===== config.mk =====
export PLATFORM = sky130hd
export DESIGN_NAME = axi_lite_master
export DESIGN_NICKNAME = d
export VERILOG_FILES = /design/src/rtl/axi_lite_pkg.sv /design/src/rtl/axi_lite_master.sv
export SDC_FILE = /design/constraint.sdc
export NUM_CORES = 1
export LEC_CHECK = 0
export BUFFER_PORTS_ARGS = -buffer_cell sky130_fd_sc_hd__buf_2
export CORE_MARGIN = 2
export CORE_UTILIZATION = 51
export CTS_BUF_LIST = sky130_fd_sc_hd__clkbuf_4
export DETAILED_ROUTE_END_ITERATION = 10
export GPL_ROUTABILITY_DRIVEN = 0
export HOLD_SLACK_MARGIN = 0.05
export PLACE_DENSITY = 0.94
export SLEW_MARGIN = 10
export SYNTH_ARGS = -nofsm -noshare
export SYNTH_HDL_FRONTEND = slang
export SYNTH_SLANG_ARGS = --single-unit

===== constraint.sdc =====
create_clock -name clk -period 3.25 [get_ports clk]
set_clock_uncertainty 0.15 [all_clocks]
set_input_delay 0.325 -clock clk [delete_from_list [all_inputs] [get_ports clk]]
set_output_delay 0.325 -clock clk [all_outputs]
set_load 0.1 [all_outputs]

===== src/rtl/axi_lite_pkg.sv =====
// Shared state encoding and AXI response codes for the stream-to-AXI-Lite command bridge.
package axi_lite_pkg;

    typedef enum logic [2:0] {
        IDLE    = 3'd0,
        WR      = 3'd1,
        WR_RESP = 3'd2,
        RD_ADDR = 3'd3,
        RD_DATA = 3'd4
    } state_e;

    localparam logic [1:0] RESP_OKAY   = 2'b00;
    localparam logic [1:0] RESP_EXOKAY = 2'b01;
    localparam logic [1:0] RESP_SLVERR = 2'b10;
    localparam logic [1:0] RESP_DECERR = 2'b11;

    function automatic logic resp_is_error(input logic [1:0] resp);
        return !((resp == RESP_OKAY) || (resp == RESP_EXOKAY));
    endfunction

endpackage


===== src/rtl/axi_lite_master.sv =====
// Bridges a tvalid/tready command stream onto an AXI4-Lite master port, one
// transaction outstanding at a time; full tkeep means write, anything else means read.
module axi_lite_master
    import axi_lite_pkg::*;
#(
    parameter int DATA_WD = 8,
    parameter int ADDR_WD = 8,
    parameter int BYTE_WD = (ADDR_WD + DATA_WD) >> 3
) (
    input  logic                       clk,
    input  logic                       rstn,
    input  logic [BYTE_WD-1:0]         tkeep,
    input  logic [ADDR_WD+DATA_WD-1:0] tdata,
    input  logic                       tvalid,
    output logic                       tready,
    output logic [ADDR_WD-1:0]         awaddr,
    output logic                       awvalid,
    input  logic                       awready,
    output logic [DATA_WD-1:0]         wdata,
    output logic                       wvalid,
    input  logic                       wready,
    input  logic [1:0]                 bresp,
    input  logic                       bvalid,
    output logic                       bready,
    output logic [ADDR_WD-1:0]         araddr,
    output logic                       arvalid,
    input  logic                       arready,
    input  logic                       rvalid,
    input  logic [DATA_WD-1:0]         rdata,
    input  logic [1:0]                 rresp,
    output logic                       rready
);

    state_e               state_r;
    logic                 aw_done_r;
    logic                 w_done_r;
    logic [1:0]           bresp_r;
    logic [DATA_WD-1:0]   rdata_r;
    logic [1:0]           rresp_r;
    logic                 resp_err_r;

    logic                 tfire_s;
    logic                 aw_fire_s;
    logic                 w_fire_s;
    logic                 b_fire_s;
    logic                 ar_fire_s;
    logic                 r_fire_s;
    logic                 aw_done_s;
    logic                 w_done_s;
    logic                 is_write_s;
    logic [ADDR_WD-1:0]   cmd_addr_s;
    logic [DATA_WD-1:0]   cmd_data_s;
    logic                 unused_capture_s;

    assign tfire_s    = tvalid & tready;
    assign aw_fire_s  = awvalid & awready;
    assign w_fire_s   = wvalid & wready;
    assign b_fire_s   = bvalid & bready;
    assign ar_fire_s  = arvalid & arready;
    assign r_fire_s   = rvalid & rready;
    assign is_write_s = &tkeep;
    assign cmd_addr_s = tdata[ADDR_WD-1:0];
    assign cmd_data_s = tdata[ADDR_WD+DATA_WD-1:ADDR_WD];

    // A channel counts as done if it fired earlier or fires on this edge.
    assign aw_done_s  = aw_done_r | aw_fire_s;
    assign w_done_s   = w_done_r | w_fire_s;

    // Read/write responses are captured for debug visibility only; nothing leaves the block.
    assign unused_capture_s = ^{bresp_r, rdata_r, rresp_r, resp_err_r};

    // Transaction sequencer: owns the state and every registered output.
    always_ff @(posedge clk) begin
        if (!rstn) begin
            state_r    <= IDLE;
            tready     <= 1'b0;
            awvalid    <= 1'b0;
            wvalid     <= 1'b0;
            bready     <= 1'b0;
            arvalid    <= 1'b0;
            rready     <= 1'b0;
            awaddr     <= {ADDR_WD{1'b0}};
            wdata      <= {DATA_WD{1'b0}};
            araddr     <= {ADDR_WD{1'b0}};
            aw_done_r  <= 1'b0;
            w_done_r   <= 1'b0;
            bresp_r    <= RESP_OKAY;
            rdata_r    <= {DATA_WD{1'b0}};
            rresp_r    <= RESP_OKAY;
            resp_err_r <= 1'b0;
        end else begin
            case (state_r)
                IDLE: begin
                    if (tfire_s) begin
                        tready <= 1'b0;
                        if (is_write_s) begin
                            awaddr    <= cmd_addr_s;
                            wdata     <= cmd_data_s;
                            awvalid   <= 1'b1;
                            wvalid    <= 1'b1;
                            aw_done_r <= 1'b0;
                            w_done_r  <= 1'b0;
                            state_r   <= WR;
                        end else begin
                            araddr  <= cmd_addr_s;
                            arvalid <= 1'b1;
                            state_r <= RD_ADDR;
                        end
                    end else begin
                        tready <= 1'b1;
                    end
                end

                WR: begin
                    if (aw_fire_s) begin
                        awvalid <= 1'b0;
                    end
                    if (w_fire_s) begin
                        wvalid <= 1'b0;
                    end
                    if (aw_done_s && w_done_s) begin
                        bready    <= 1'b1;
                        aw_done_r <= 1'b0;
                        w_done_r  <= 1'b0;
                        state_r   <= WR_RESP;
                    end else begin
                        aw_done_r <= aw_done_s;
                        w_done_r  <= w_done_s;
                    end
                end

                WR_RESP: begin
                    if (b_fire_s) begin
                        bready     <= 1'b0;
                        tready     <= 1'b1;
                        bresp_r    <= bresp;
                        resp_err_r <= resp_err_r | resp_is_error(bresp);
                        state_r    <= IDLE;
                    end
                end

                RD_ADDR: begin
                    if (ar_fire_s) begin
                        arvalid <= 1'b0;
                        rready  <= 1'b1;
                        state_r <= RD_DATA;
                    end
                end

                RD_DATA: begin
                    if (r_fire_s) begin
                        rready     <= 1'b0;
                        tready     <= 1'b1;
                        rdata_r    <= rdata;
                        rresp_r    <= rresp;
                        resp_err_r <= resp_err_r | resp_is_error(rresp);
                        state_r    <= IDLE;
                    end
                end

                default: begin
                    state_r   <= IDLE;
                    tready    <= 1'b0;
                    awvalid   <= 1'b0;
                    wvalid    <= 1'b0;
                    bready    <= 1'b0;
                    arvalid   <= 1'b0;
                    rready    <= 1'b0;
                    aw_done_r <= 1'b0;
                    w_done_r  <= 1'b0;
                end
            endcase
        end
    end

endmodule


== Word level (Yosys, flattened, before mapping) ==
Cells that the tools add are included.
Storage, ports and cells
  register bits after elaboration: 35
  input port bits: 38
  logic and storage cells: 90
Cells by class
  equal/unequal tests: 13
  mux-type cells: 33
  bitwise gates (word level): 14
  reductions and logical operators: 18
Operators by type and width (count)
  1-bit one-hot mux with 3 select lines: 7
  1-bit 2-to-1 mux: 18
  2-bit != test (second input constant): 9
  4-bit AND reduction: 4
  3-bit 2-to-1 mux: 5
  3-bit one-hot mux with 5 select lines: 1
  3-bit AND reduction: 5
  3-bit OR reduction: 4
  1-bit AND: 6
  3-bit by 2-bit equality test with 1-bit output (second input constant): 2
  1-bit NOT: 6
  5-bit AND reduction: 1
  1-bit one-hot mux with 4 select lines: 1
  3-bit by 1-bit equality test with 1-bit output (second input constant): 1
  3-bit equality test (second input constant): 1
  3-bit zero test: 1
  2-bit 2-to-1 mux: 1
  1-bit bitwise OR: 2
  2-bit AND reduction: 1
  2-bit OR reduction: 1
  1-bit logical AND: 1

== Depth between registers and ports, before layout ==
Gate-level depths: netlist of the first run.
  depth in word-level cells: 5
  depth in mapped cells: 6
  gate-level depth less buffers: 4

== Worst setup path before layout of the first run ==
Ideal clock, no wire load.
  path kind: register to register
  start: register tready
  end: register aw_done_r
  arrival time: 2.223 ns
  required time: 3.014 ns
  setup slack: 0.791 ns
  cell stages (with the launch flop): 5
  clock period less this slack: 2.459 ns
  path through: dfxtp_1 -> nand2_1 -> o41ai_1 -> a31oi_1 -> a211oi_1
On the way
  longest elaborated chain between the ends: 3
Ends and longest elaborated chain
  start, declared: line axi_lite_master.sv:15  | output logic tready,
  start signal, assigned: line axi_lite_master.sv:76  | tready <= 1'b0;
  start signal, assigned: line axi_lite_master.sv:95  | tready <= 1'b0;
  start signal, assigned: line axi_lite_master.sv:110  | tready <= 1'b1;
  1-bit AND: line axi_lite_master.sv:55  | assign tfire_s = tvalid & tready;
  2-bit != test (no line)
  3-bit AND reduction (no line)
  end signal, assigned: line axi_lite_master.sv:127  | aw_done_r <= aw_done_s;
  end, declared: line axi_lite_master.sv:35  | logic aw_done_r;
Every way passes these cells.
A chain may end at the register's enable or synchronous reset.

== Worst setup path in the final report of the first run ==
  start: register state_r[0]
  end: register awaddr[0]
On the way
  longest elaborated chain between the ends: 2
Ends and longest elaborated chain
  start, declared: line axi_lite_master.sv:34  | state_e state_r;
  start signal, assigned: line axi_lite_master.sv:75  | state_r <= IDLE;
  start signal, assigned: line axi_lite_master.sv:103  | state_r <= WR;
  start signal, assigned: line axi_lite_master.sv:107  | state_r <= RD_ADDR;
  3-bit zero test: line axi_lite_master.sv:92  | case (state_r)
  4-bit AND reduction (no line)
  end signal, assigned: line axi_lite_master.sv:82  | awaddr <= {ADDR_WD{1'b0}};
  end signal, assigned: line axi_lite_master.sv:97  | awaddr <= cmd_addr_s;
  end, declared: line axi_lite_master.sv:16  | output logic [ADDR_WD-1:0] awaddr,
Every way passes these cells.

==> results.sh, run 1 <==
export IMPL_p_leak_nw=0.796
export IMPL_first_iter_violations=58
export IMPL_grt_usage_pct=20.9
export IMPL_initial_core_util_pct=53.2
export IMPL_final_cell_mix="buf_2 (55), nand2_1 (42), dfxtp_1 (35), a21oi_1 (24)"
export IMPL_hpwl_um=2260
export IMPL_core_area_sq_mm=0.00271
export IMPL_switching_power_mw=0.632
export IMPL_cts_resized=0
export IMPL_layout_nets=262
export IMPL_fp_dieH_um=57.2
export IMPL_avgViaCountPerCell=5.38
export IMPL_antenna_found_initial=0
export IMPL_critical_path_arrival_ns=2.22
export IMPL_synth_seq_area_share_pct=48.6
export IMPL_grt_pass1_wl_um=5370
export IMPL_num_fill_cells=252
export IMPL_io_buffers=55
export IMPL_status="completed"
export IMPL_clock_sinks=35
export IMPL_die_x_um=57.2
export IMPL_drt_wl_total_um=3230
export IMPL_cap_violations=0
export IMPL_slew_headroom_pct=34.3
export IMPL_vias=1378
export IMPL_required_ns=3.27
export IMPL_overflow=0
export IMPL_clkLatencyLatePin_ns=0.33
export IMPL_dpl_cell_area_sq_mm=0.00170
export IMPL_intPower_mw=0.690
export IMPL_slowest_delay_ns=0.68
export IMPL_drcViolationCount=0
export IMPL_cts_made_buffers=5
export IMPL_switching_share_pct=47.8
export IMPL_busiest_layer="met2"
export IMPL_io_pins=68
export IMPL_ys_warn_count=0
export IMPL_grtUsageMet2_pct=33.8
export IMPL_period_share_pct=67.7
export IMPL_layout_drive_gt1_share_pct=29.8
export IMPL_cts_setup_buffers=0
export IMPL_critPathMaxFanout=18
export IMPL_worst_setup_path_start_kind="register"
export IMPL_htree_levels=2
export IMPL_clk_path_buf_depth=2
export IMPL_crit_slowest_cell="or3_1"
export IMPL_met1_usage_pct=26.1
export IMPL_syn_nets=210
export IMPL_crit_type="register to register"
export IMPL_synth_seq_cells=35
export IMPL_wl_per_cell_um=12.6
export IMPL_finalHoldViolCount=0
export IMPL_synth_async_reset_ratio_pct=0
export IMPL_clk_pin_slew_worst_paths_ns=0.12
export IMPL_grt_max_degree=33
export IMPL_p_seq_share_pct=40.4
export IMPL_slew_viol_final=0
export IMPL_ant_nets=0
export IMPL_whs_path_depth=3
export IMPL_cp_end_kind="register"
export IMPL_synth_cells=172
export IMPL_fmax_ghz=0.454
export IMPL_finalSetupViolCount=0
export IMPL_die_area_sq_mm=0.00327
export IMPL_ys_flop_type="dfxtp_1"
export IMPL_mappedNetlistArea_sq_mm=0.00144
export IMPL_peakVddDrop_uv=474
export IMPL_antenna_cells=0
export IMPL_hold_buffers=0
export IMPL_cts_tree="yes"
export IMPL_ys_types=26
export IMPL_setup_tns_ns=0
export IMPL_syn2layout_area_growth_pct=21.9
export IMPL_root_buffer="clkbuf_4"
export IMPL_fin_area_sq_mm=0.00176
export IMPL_period_minus_slack_ns=2.20
export IMPL_clockPowerShare_pct=17.7
export IMPL_path_cells="or3_4, or3_1, nand2_1, a21oi_1"
export IMPL_rsz0062_at_grt="false"
export IMPL_worst_r2r_path_depth=4
export IMPL_grt_pass1_vias=1274
export IMPL_rows=19
export IMPL_power_density_mw_per_mm2=751
export IMPL_worstMarginPinSlew_ns=0.984
export IMPL_p_comb_share_pct=41.9
export IMPL_grtUsageMet3_pct=6.35
export IMPL_first_pass_iters=4
export IMPL_synth_edf_count=0
export IMPL_hp_class="input pin to register"
export IMPL_postSynthAreaPerCell_sq_um=8.39
export IMPL_layout_commonest_cell="buf_2"
[power groups by stage]
| stage | registers, mW | clock network [mW] | logic, mW |
|---|---|---|---|
| 4_1_cts | 0.532 | 0.241 | 0.554 |
| 3_5_place_dp | 0.542 | 0 | 0.552 |
| 5_1_grt | 0.543 | 0.258 | 0.589 |
| 6_report | 0.534 | 0.234 | 0.554 |
| 3_3_place_gp | 0.539 | 0 | 0.545 |
| 2_1_floorplan | 0.769 | 0 | 0.233 |
[path summary, 6_finish.rpt]
check                          start                     end  slack (ns)
max          state_r[0]$_SDFFE_PN0P_  awaddr[0]$_SDFFE_PN0P_        1.05
min                         tdata[8]   wdata[0]$_SDFFE_PN0P_        0.07
max reg2reg  state_r[0]$_SDFFE_PN0P_  awaddr[0]$_SDFFE_PN0P_        1.05
min reg2reg    wdata[2]$_SDFFE_PN0P_   wdata[2]$_SDFFE_PN0P_        0.31
[routing by layer]
layer | wire length (um) | vias to the layer above | share of wire, %
li1 | - | 707 | -
met1 | 1500 | 623 | 46
met2 | 1480 | 43 | 46
met3 | 219 | 5 | 6.8
met4 | 29 | 0 | 0.90
met5 | 0 | - | 0
[synth_stat cells, types with 2 or more instances]
cell type  instances  area (sq um)
buf_6              2          22.5
o211ai_1           3          22.5
clkbuf_1           6          22.5
nand3_1            4          20.0
mux2i_1           10           100
a211oi_1           4          30.0
nor3_1             2          10.0
buf_2              2          10.0
inv_1              3          11.3
a21oi_2            2          17.5
nand4_1            5          31.3
a31oi_1            3          18.8
a21oi_1           24           120
nor2_1            10          37.5
o21ai_0            6          30.0
nand2_1           42           158
dfxtp_1           35           701
[critical path: cells and delay by family, from the launching register on]
kind | cells | cell delay, ns
compound gates | 1 | 0.08
flops | 1 | 0.46
simple gates | 3 | 1.34
[logic make-up (layout without fill, tap and decap cells)]
kind of cell	count (synthesis)	after routing	synth area share [%]
simple gates	68	68	21.2
compound gates	46	46	18.7
flops	35	35	48.6
buf+inv	13	66	4.60
mux	10	10	6.94
[metrics by stage]
step	total power, mW	worst slack [ns]	util (%)	instances	hold slack (ns)
after global routing	1.39	0.930	64.9	256	0.0534
after global placement	1.08	1.12	62.8	248	0.289
final	1.32	1.05	64.9	256	0.0688
after CTS	1.33	1.05	64.9	256	0.0508
after floorplan	1.00	0.791	-	172	0.299
after detailed placement	1.09	1.07	62.8	248	0.293
[sequential cells by signal, indices dropped and copies added, names as in the netlist]
signal,cells
state_r,3
awaddr,8
araddr,8
awvalid,1
wvalid,1
bready,1
rready,1
wdata,8
w_done_r,1
arvalid,1
tready,1
aw_done_r,1
[final cells by class]
type / instances / area, sq um / share of cell area, %
Inverter: 3 / 11.3 / 0.640
Clock inverter: 3 / 20.0 / 1.14
Multi-Input combinational cell: 124 / 676 / 38.4
Tap cell: 31 / 38.8 / 2.20
Clock buffer: 5 / 37.5 / 2.13
Timing Repair Buffer: 55 / 275 / 15.6
Sequential cell: 35 / 701 / 39.8
Power figures use the tool's default switching activity.
==> run 2, diff against run 1 <==
CORE_UTILIZATION = 47   (was 51)
PLACE_DENSITY = 0.88   (was 0.94)
clock period = 2.1 ns   (was 3.25 ns; I/O delays follow)
==> results.sh, run 2 (synthesis gave the netlist of run 1 again) <==
export IMPL_rsz0062_at_grt="false"
export IMPL_total_power_mw=2.13
export IMPL_antenna_found_initial=0
export IMPL_setup_ws_ns=0.115
export IMPL_period_share_pct=94.5
export IMPL_fp_dieH_um=59.4
export IMPL_grt_max_degree=33
export IMPL_grt_usage_pct=21.9
export IMPL_die_x_um=59.4
export IMPL_layout_commonest_cell="buf_2"
export IMPL_root_buffer="clkbuf_4"
export IMPL_io_buffers=55
export IMPL_grt_pass1_vias=1465
export IMPL_critPathMaxFanout=18
export IMPL_cts_made_buffers=5
export IMPL_first_iter_violations=28
export IMPL_initial_core_util_pct=48.4
export IMPL_hpwl_um=2310
export IMPL_required_ns=2.18
export IMPL_p_leak_nw=0.913
export IMPL_drt_wl_total_um=3630
export IMPL_cap_violations=0
export IMPL_worstMarginPinSlew_ns=0.692
export IMPL_layout_drive_gt1_share_pct=30.4
export IMPL_worst_setup_path_start_kind="register"
export IMPL_hp_class="input pin to register"
export IMPL_slew_headroom_pct=53.8
export IMPL_top_regs="araddr x8, awaddr x8, wdata x8"
export IMPL_final_cell_mix="buf_2 (55), nand2_1 (42), dfxtp_1 (34), a21oi_1 (24), dlygate4sd3_1 (17)"
export IMPL_drcViolationCount=0
export IMPL_first_pass_iters=7
export IMPL_finalHoldViolCount=0
export IMPL_syn2layout_area_growth_pct=38.2
export IMPL_die_area_sq_mm=0.00353
export IMPL_rows=20
export IMPL_antenna_cells=0
export IMPL_cts_setup_buffers=0
export IMPL_finalSetupViolCount=0
export IMPL_hold_buffers=17
export IMPL_grt_pass1_wl_um=5910
export IMPL_clk_path_buf_depth=2
export IMPL_peakVddDrop_uv=530
export IMPL_setup_tns_ns=0
export IMPL_clock_sinks=35
export IMPL_avgViaCountPerCell=5.29
export IMPL_wl_per_cell_um=12.8
export IMPL_overflow=0
export IMPL_vias=1498
export IMPL_cp_end_kind="register"
export IMPL_clkLatencyLatePin_ns=0.34
export IMPL_pre_cts_ws_ns=0.161
export IMPL_period_minus_slack_ns=1.98
export IMPL_io_pins=68
export IMPL_fmax_ghz=0.504
export IMPL_clk_pin_slew_worst_paths_ns=0.11
export IMPL_status="completed"
export IMPL_critical_path_arrival_ns=2.06
export IMPL_slew_viol_final=0
export IMPL_htree_levels=2
export IMPL_cts_resized=0
export IMPL_layout_nets=287
export IMPL_ant_nets=0
export IMPL_core_area_sq_mm=0.00298
export IMPL_cts_tree="yes"
export IMPL_power_density_mw_per_mm2=1070
export IMPL_crit_type="register to register"
-- run 2: changes by cell type in the layout (fill, tap and decap cells not counted) --
cell,delta
dlygate4sd3_1,+17
buf_4,+8
clkbuf_4,+1
clkinvlp_4,-1
dfxtp_1,-1
dfxtp_2,+1
-- run 2: worst max-delay path: stages (launching register included) --
cell     delay (ns)
dfxtp_1        0.33
or3_4          0.42
or3_1          0.69
nand2_1        0.19
a21oi_1        0.09
-- run 2: final cells by class --
class	instances	area [sq um]
fill	253	985
clock inverter	2	12.5
timing repair buffer	80	505
inverter	3	11.3
sequential	35	702
multi-input combinational	124	676
clock buffer	6	45.0
tap	33	41.3
-- run 2: per-stage QoR --
step | util, % | cell area, sq um | std cells | hold slack [ns]
2_1_floorplan | - | 1440 | 172 | 0.184
3_3_place_gp | 59.3 | 1770 | 258 | 0.289
3_5_place_dp | 59.3 | 1770 | 258 | 0.296
4_1_cts | 66.9 | 1990 | 283 | 0.0543
5_1_grt | 66.9 | 1990 | 283 | 0.0915
6_report | 66.9 | 1990 | 283 | 0.0663
-- run 2: metal layers --
layer | vias up | routed length, um | track usage [%]
li1 | 758 | - | -
met1 | 677 | 1510 | 25.1
met2 | 56 | 1800 | 38.0
met3 | 7 | 265 | 7.42
met4 | 0 | 53 | 6.82
met5 | - | 0 | 0
-- run 2: final timing paths --
kind                            slack, ns                    start                       to  cells after the start
worst min-delay path                 0.07                   rvalid  state_r[2]$_SDFFE_PN0P_                      4
worst max register to register       0.12  state_r[0]$_SDFFE_PN0P_   awaddr[2]$_SDFFE_PN0P_                      4
worst max-delay path                 0.12  state_r[0]$_SDFFE_PN0P_   awaddr[2]$_SDFFE_PN0P_                      4
worst min register to register       0.31   awaddr[5]$_SDFFE_PN0P_   awaddr[5]$_SDFFE_PN0P_                      2
-- run 2: report_power, final --
group          internal [mW]  switching (mW)  total, mW
clock network          0.142           0.226      0.368
logic                  0.262           0.714      0.976
registers              0.737          0.0450      0.782
total                   1.14           0.985       2.13
==> run 3, diff against run 2 <==
clock period = 2 ns   (was 2.1 ns; I/O delays follow)
==> results.sh, run 3 (synthesis gave the netlist of run 1 again) <==
export IMPL_dpl_cell_count=260
export IMPL_hpwl_um=2370
export IMPL_antenna_found_initial=0
export IMPL_fin_util_pct=67.9
export IMPL_antenna_cells=0
export IMPL_io_buffers=55
export IMPL_worst_setup_path_start_kind="register"
export IMPL_slew_headroom_pct=67.3
export IMPL_hold_buffers=18
export IMPL_io_pins=68
export IMPL_core_area_sq_mm=0.00298
export IMPL_drcViolationCount=0
export IMPL_cts_resized=0
export IMPL_cts_tree="yes"
export IMPL_setup_tns_ns=0
export IMPL_overflow=0
export IMPL_p_leak_nw=0.928
export IMPL_setup_ws_ns=0.261
export IMPL_initial_core_util_pct=48.4
export IMPL_clk_path_buf_depth=2
export IMPL_cap_violations=0
export IMPL_period_share_pct=86.9
export IMPL_clock_sinks=35
export IMPL_root_buffer="clkbuf_4"
export IMPL_layout_drive_gt1_share_pct=30.4
export IMPL_worstMarginPinSlew_ns=0.495
export IMPL_finalSetupViolCount=0
export IMPL_drt_wl_total_um=3640
export IMPL_pre_cts_ws_ns=0.280
export IMPL_htree_levels=2
export IMPL_grt_pass1_wl_um=5800
export IMPL_final_cell_mix="buf_2 (55), nand2_1 (42), dfxtp_1 (34), a21oi_1 (24), dlygate4sd3_1 (18)"
export IMPL_layout_commonest_cell="buf_2"
export IMPL_r2r_slack_ns=0.26
export IMPL_fmax_ghz=0.575
export IMPL_clk_pin_slew_worst_paths_ns=0.11
export IMPL_top_regs="araddr x8, awaddr x8, wdata x8"
export IMPL_cts_made_buffers=5
export IMPL_crit_type="register to register"
export IMPL_slew_viol_final=0
export IMPL_power_density_mw_per_mm2=1110
export IMPL_critical_path_arrival_ns=1.81
export IMPL_avgViaCountPerCell=5.22
export IMPL_required_ns=2.08
export IMPL_layout_nets=290
export IMPL_cp_end_kind="register"
export IMPL_fp_dieH_um=59.4
export IMPL_first_iter_violations=35
export IMPL_die_area_sq_mm=0.00353
export IMPL_status="completed"
export IMPL_grt_pass1_vias=1345
export IMPL_syn2layout_area_growth_pct=40.1
export IMPL_ant_nets=0
export IMPL_rsz0062_at_grt="false"
export IMPL_instances_no_fill=286
export IMPL_total_power_mw=2.24
export IMPL_finalHoldViolCount=0
export IMPL_critPathMaxFanout=18
export IMPL_rows=20
export IMPL_period_minus_slack_ns=1.74
export IMPL_peakVddDrop_uv=613
export IMPL_grt_max_degree=19
export IMPL_wl_per_cell_um=12.7
export IMPL_cts_setup_buffers=0
export IMPL_hp_class="input pin to register"
export IMPL_die_x_um=59.4
export IMPL_grt_usage_pct=21.7
export IMPL_first_pass_iters=4
export IMPL_clkLatencyLatePin_ns=0.33
export IMPL_vias=1493
[run 3: changes by cell type in the layout (fill, tap and decap cells not counted), sizes merged]
| cell | before | now |
|---|---|---|
| buf | 63 | 65 |
| clkinv | 1 | 2 |
| dlygate4sd3 | 17 | 18 |
| clkinvlp | 1 | 0 |
[run 3: critical path, cell delays in order (launching register included)]
cell and delay (ns):
dfxtp_1 0.33, or3_4 0.42, or3_1 0.37, buf_4 0.21
nand2_1 0.09, a21oi_1 0.07
[run 3: cell type report]
cell class / instances / area [sq um]
clock buffer: 6 / 45.0
clock inverter: 2 / 12.5
fill: 245 / 957
inverter: 3 / 11.3
multi-input combinational: 124 / 676
sequential: 35 / 704
tap: 33 / 41.3
timing repair buffer: 83 / 531
[run 3: final timing paths]
kind / startpoint / endpoint / depth (start not counted)
worst min-delay path: bvalid / bready$_SDFFE_PN0P_ / 4
worst max-delay path: state_r[0]$_SDFFE_PN0P_ / wdata[7]$_SDFFE_PN0P_ / 5
worst min register to register: wdata[3]$_SDFFE_PN0P_ / wdata[3]$_SDFFE_PN0P_ / 2
worst max register to register: state_r[0]$_SDFFE_PN0P_ / wdata[7]$_SDFFE_PN0P_ / 5
[run 3: power by group]
part	internal [mW]	leakage, nW	switching, mW	total [mW]
combinational	0.280	0.611	0.751	1.03
sequential	0.777	0.284	0.0447	0.822
clock	0.150	0.0333	0.237	0.386
[run 3: through the flow]
stage | instance area, sq um | hold slack, ns
finish | 2020 | 0.0752
detailed placement | 1780 | 0.295
floorplan | 1450 | 0.174
global placement | 1780 | 0.289
CTS | 2020 | 0.0646
global route | 2020 | 0.0724
[run 3: per-layer routing]
| layer | part of all wire [%] | global-route usage, % | vias to the layer above |
|---|---|---|---|
| li1 | - | - | 761 |
| met1 | 44 | 27.4 | 667 |
| met2 | 49 | 35.0 | 61 |
| met3 | 6.3 | 7.21 | 4 |
| met4 | 0.69 | 6.49 | 0 |
| met5 | 0 | 0 | - |
